**src/rtl/gb_capture.sv**
```systemverilog
// gb_capture: samples the raw Game Boy LCD tap in the PLL clock domain,
// deglitches hsync/vsync/pixel-clock with a 4-sample agreement filter and
// emits one framebuffer write per GB pixel (linear address, inverted shade).
// Also reports frame starts, address overflow and GB signal presence.
module gb_capture #(
  parameter int unsigned H_PIXELS       = 160,
  parameter int unsigned V_LINES        = 144,
  parameter int unsigned DATA_DELAY     = 5,
  parameter int unsigned TIMEOUT_CYCLES = 2_000_000
) (
  input  logic        clk,
  input  logic        rst_n,
  input  logic [1:0]  idata,
  input  logic        ihsync,
  input  logic        ivsync,
  input  logic        iclk,
  output logic        pix_valid,
  output logic [14:0] pix_addr,
  output logic [1:0]  pix_data,
  output logic        frame_start,
  output logic        ovf_err,
  output logic        signal_present
);

  localparam int unsigned FB_SIZE = H_PIXELS * V_LINES;
  localparam logic [14:0] FB_END  = 15'(FB_SIZE);
  localparam int unsigned TW      = $clog2(TIMEOUT_CYCLES);
  localparam logic [TW-1:0] TO_MAX = TW'(TIMEOUT_CYCLES - 1);

  // strobe bit positions inside the packed filter vectors
  localparam int unsigned HS = 0;
  localparam int unsigned VS = 1;
  localparam int unsigned CK = 2;

  logic [2:0] raw;
  logic [2:0] p1_q, p1_d, p2_q, p2_d, p3_q, p3_d, s_q, s_d;
  logic [2:0] rise, fall;

  logic [DATA_DELAY-1:0][1:0] dly_q, dly_d;

  logic          pix_event;
  logic [14:0]   ipixel_q, ipixel_d;
  logic          pix_valid_q, pix_valid_d;
  logic [14:0]   pix_addr_q, pix_addr_d;
  logic [1:0]    pix_data_q, pix_data_d;
  logic          frame_start_q, frame_start_d;
  logic          ovf_err_q, ovf_err_d;
  logic          present_q, present_d;
  logic [TW-1:0] to_cnt_q, to_cnt_d;

  assign raw = {iclk, ivsync, ihsync};

  // Agreement filter: state flips only when raw input and three history samples agree.
  always_comb begin
    p1_d = raw;
    p2_d = p1_q;
    p3_d = p2_q;
    rise = raw & p1_q & p2_q & p3_q & ~s_q;
    fall = ~raw & ~p1_q & ~p2_q & ~p3_q & s_q;
    s_d  = (s_q | rise) & ~fall;
  end

  // Pixel write generation, overflow tracking, frame start and presence watchdog.
  always_comb begin
    dly_d         = {dly_q[DATA_DELAY-2:0], idata};
    // a coincident hsync fall and iclk fall is a single event
    pix_event     = (fall[CK] & ~s_q[HS]) | fall[HS];
    pix_valid_d   = 1'b0;
    pix_addr_d    = pix_addr_q;
    pix_data_d    = pix_data_q;
    ipixel_d      = ipixel_q;
    ovf_err_d     = ovf_err_q;
    frame_start_d = 1'b0;
    to_cnt_d      = (to_cnt_q == TO_MAX) ? to_cnt_q : to_cnt_q + 1'b1;
    present_d     = (to_cnt_q == TO_MAX) ? 1'b0 : present_q;

    if (pix_event) begin
      if (ipixel_q == FB_END) begin
        ovf_err_d = 1'b1;
      end else begin
        pix_valid_d = 1'b1;
        pix_addr_d  = ipixel_q;
        pix_data_d  = ~dly_q[DATA_DELAY-1];
        ipixel_d    = ipixel_q + 15'd1;
      end
    end

    // vsync overrides the increment; a coincident write still used the old address
    if (rise[VS]) begin
      ipixel_d      = '0;
      frame_start_d = 1'b1;
      to_cnt_d      = '0;
      present_d     = 1'b1;
    end
  end

  // State registers with synchronous active-low reset.
  always_ff @(posedge clk) begin
    if (!rst_n) begin
      p1_q          <= '0;
      p2_q          <= '0;
      p3_q          <= '0;
      s_q           <= '0;
      dly_q         <= '0;
      ipixel_q      <= '0;
      pix_valid_q   <= 1'b0;
      pix_addr_q    <= '0;
      pix_data_q    <= '0;
      frame_start_q <= 1'b0;
      ovf_err_q     <= 1'b0;
      present_q     <= 1'b0;
      to_cnt_q      <= '0;
    end else begin
      p1_q          <= p1_d;
      p2_q          <= p2_d;
      p3_q          <= p3_d;
      s_q           <= s_d;
      dly_q         <= dly_d;
      ipixel_q      <= ipixel_d;
      pix_valid_q   <= pix_valid_d;
      pix_addr_q    <= pix_addr_d;
      pix_data_q    <= pix_data_d;
      frame_start_q <= frame_start_d;
      ovf_err_q     <= ovf_err_d;
      present_q     <= present_d;
      to_cnt_q      <= to_cnt_d;
    end
  end

  assign pix_valid      = pix_valid_q;
  assign pix_addr       = pix_addr_q;
  assign pix_data       = pix_data_q;
  assign frame_start    = frame_start_q;
  assign ovf_err        = ovf_err_q;
  assign signal_present = present_q;

endmodule

```
**config.mk**
```make
export PLATFORM = sky130hd
export DESIGN_NAME = gb_capture
export DESIGN_NICKNAME = d
export VERILOG_FILES = /design/src/rtl/gb_capture.sv
export SDC_FILE = /design/constraint.sdc
export NUM_CORES = 1
export LEC_CHECK = 0
export ABC_AREA = 0
export CELL_PAD_IN_SITES_DETAIL_PLACEMENT = 1
export CELL_PAD_IN_SITES_GLOBAL_PLACEMENT = 1
export CORE_MARGIN = 2
export CORE_UTILIZATION = 39
export DETAILED_ROUTE_END_ITERATION = 8
export GPL_TIMING_DRIVEN = 0
export PLACE_DENSITY_LB_ADDON = 0.08
export SLEW_MARGIN = 15
export SYNTH_ARGS = -nofsm -noshare
export SYNTH_HDL_FRONTEND = slang
export SYNTH_SLANG_ARGS = --single-unit
```
**constraint.sdc**
```tcl
create_clock -name clk -period 1.93 [get_ports clk]
set_input_delay 0.579 -clock clk [delete_from_list [all_inputs] [get_ports clk]]
set_output_delay 0.579 -clock clk [all_outputs]
set_load 0.02 [all_outputs]
```
==> reports/results.txt <==
The wire length per cell is 14.96 um. In this run the remaining antenna-violating nets after routing total 0. For this run, the number of Yosys warnings is 0. The number of library cell types mapped by synthesis is 39, and the fraction of registers with async set/reset is 0%. The placer congestion estimate was 0.7726. Average via count per standard cell: 5.063. Leaving out fill and tap cells, the most frequent cell in the layout is dfxtp_1. Leaving out fill and tap cells, the most frequent cells in the layout are dfxtp_1, nor2_1, nand2_1. For the worst path arrival time, the log shows 2.19 ns. The tree is rooted in a clkbuf_8. After detailed routing, the total wire length is 7407 um. The first global-routing pass estimated 11830 um of wire. The tools report the accumulated negative setup slack as 0 ns. The flip-flop and latch count after synthesis works out to 79.

The die is 92.53 um tall. The global route total overflow is 0, and the number of nets in the finished design is 398. The run gives 79 as the number of clock sinks. The tools report the area occupied by multi-input gates as 0.001555 mm2. The path class of the tightest hold or removal check is reg -> reg. Synthesis produced a netlist with a net count of 347. The global routing met3 resource utilization is 4.150%, and the power density over cell area is 751.7 mW/mm2. The tool flagged a number of max-cap violations equal to 0. The count of buffers added on input and output ports is 27.

The layout filler cell count came out at 890. The clock transition at the registers of the reported paths was 0.09 ns; the full die area was 0.008562 mm2. Detailed routing inserted a total of 2506 vias. The design draws 3018 uW. The upper clock frequency limit was 532.0 MHz.

Of all nets on the critical path, the largest fanout is 6. Setup slack on the critical path of the routed design comes to 0.05025 ns. The per-instance average area after synthesis was 9.070 um2; the number of failing hold endpoints at the final stage was 0.

The endpoint kind of the worst setup timing path was a flip-flop. The number of buffers created by CTS is 9. The width of the chip was 92.53 um. For this design, the CTS-stage hold fixing added 0 buffers. At the placement stage, the worst setup path has a slack of -0.6680 ns. The tools report the count of final setup violators as 0. Final-report max-slew violation count: 0.

The sequential share of the synthesized area was 51.74%; the minimum clock period after layout was 1.880 ns. The worst endpoint required time came out at 2.24 ns. The critical path class is reg -> reg.

Most used routing layer: met2. After legalization and detailed placement, the total HPWL measured 4647 um. The later-pin clock latency in the skew report was 0.36 ns; the area added between synthesis and finish was 31.35%.

Headroom to the max-slew limit: 55.79%. In the global route stage, met2 resource usage came out at 29.81%. The number of global-route vias before repair was 2466.

After the first detailed-routing iteration, the DRC count stood at 60. No sink is reached through more buffers than the 2 on the longest clock path. Area of the placeable core: 0.007647 mm2. At the pin with the least slew margin, the transition time is 0.6632 ns. The run finished with clean final reports. For the area occupied by registers, the log shows 0.001599 mm2. Nature of the critical path startpoint: a flip-flop. The H-tree was split into 3 levels. Across the routed clock network, the largest skew measured is 0.006847 ns. After layout, the worst path uses 97.40% of the clock period.

The DRC violation count after routing is 0. For this run, the leading register cell type out of synthesis is dfxtp_1. The number of standard-cell rows in the floorplan is 32, and the global routing usage on met1 is 21.45%. For the initial core utilization, the log shows 39.97%. TritonCTS built the clock tree.

The share of post-route cells with drive strength above 1 was 18.58%; the initial antenna violation count was 0. During I/O placement, the number of pins put on the boundary was 28. For this design the static power due to leakage is 0.001616 uW. The number of enable flip-flop cells after synthesis is 0, and the final core utilization is 52.50%.

The cell count after synthesis came out at 337. For this run, the detailed router's first-pass iteration total came to 4. Global routing consumed, over all layers together, 17.63% of the routing resources. Entering global routing, the biggest net connects 16 pins. The tools report the worst ir drop on vdd as 0.3810 mV. The mapped netlist covers 0.003057 mm2. 0 antenna diodes ended up in the layout.
[flip-flops by register name (all words and copies together), names as in the netlist, 2 cells and up]
signal    count
p1_q          3
to_cnt_q     21
dly_q         2
pix_addr     15
p3_q          3
pix_data      2
s_q           3
p2_q          3
ipixel_q     15
dly_d         8
[final timing paths]
kind	start	cells past startpoint	to	slack, ns
max reg2reg	ipixel_q[2]	6	ipixel_q[14]	0.05
min reg2reg	dly_q[8]	1	pix_data[0]	0.41
max	ipixel_q[2]	6	ipixel_q[14]	0.05
min	dly_q[8]	1	pix_data[0]	0.41
[cell usage after synthesis (all sizes together) (2+ instances only)]
cell    count  area, um2
nor2       41      153.9
nand4       9      56.30
and4        4      35.03
and2       20      125.1
or3         2      12.51
nor3        5      30.03
nor4b       3      32.53
clkbuf     10      37.54
nor4        7      43.79
nand2b      3      18.77
nand3      11      60.06
a21oi      21      105.1
and4b       2      20.02
xnor2      11      96.34
nand2      42      157.7
o21ai       9      45.04
ha          3      37.54
inv         5      18.77
dfxtp      79       1582
o211ai      5      37.54
xor2       15      131.4
or4         5      37.54
mux2i       3      30.03
and3        6      37.54
buf         4      20.02
a211oi      2      15.01
[layer usage]
layer / wire length (um) / part of all wire, %
met2: 3751 / 51
met4: 119 / 1.6
met1: 3336 / 45
met3: 201 / 2.7
met5: 0 / 0
[per-stage QoR]
step | std cells | hold WS, ns | instance area, um2
detailed placement | 466 | 0.4046 | 3460
global route | 495 | 0.4409 | 4015
finish | 495 | 0.4140 | 4015
floorplan | 337 | 0.3899 | 3062
global placement | 466 | 0.3938 | 3460
CTS | 485 | 0.4176 | 3760
[area by class of cell]
class                           instances  area share [%]
Sequential cell                        79           39.83
Multi-Input combinational cell        238           38.73
Timing Repair Buffer                   41           10.19
Tap cell                              102           3.179
Clock buffer                            9           3.085
Buffer                                 13           2.431
Clock inverter                          7           1.932
Inverter                                6          0.6232
[power breakdown]
part           internal [uW]  switching, uW
sequential              1640           13.8
combinational           33.6           49.3
clock                    616            662
total                   2290            725
[cell families after synthesis]
group	share of synthesized area [%]
AO/OA/AOI/OAI	7.941
flip-flops	51.74
adder cells (fa/ha/maj)	1.228
XOR/XNOR	7.450
buffers and inverters	2.620
multiplexers	0.9824
AND/OR/NAND/NOR	28.04
[worst max-delay path, cell delays in order, from the launching register on]
cell and delay, ns:
dfxtp_2 0.33, buf_6 0.11, and4_4 0.23, nand3_4 0.10, or4_4 0.56, or4_4 0.42
nand2_2 0.07
[what timing repair did]
item / CTS / global route
endpoints found under the setup margin: 52 / 59
cloned: 0 / 1
pin swaps: 4 / 9
buffers inserted: 3 / 10
resized for setup: 26 / 48
Power figures use the tool's default switching activity.
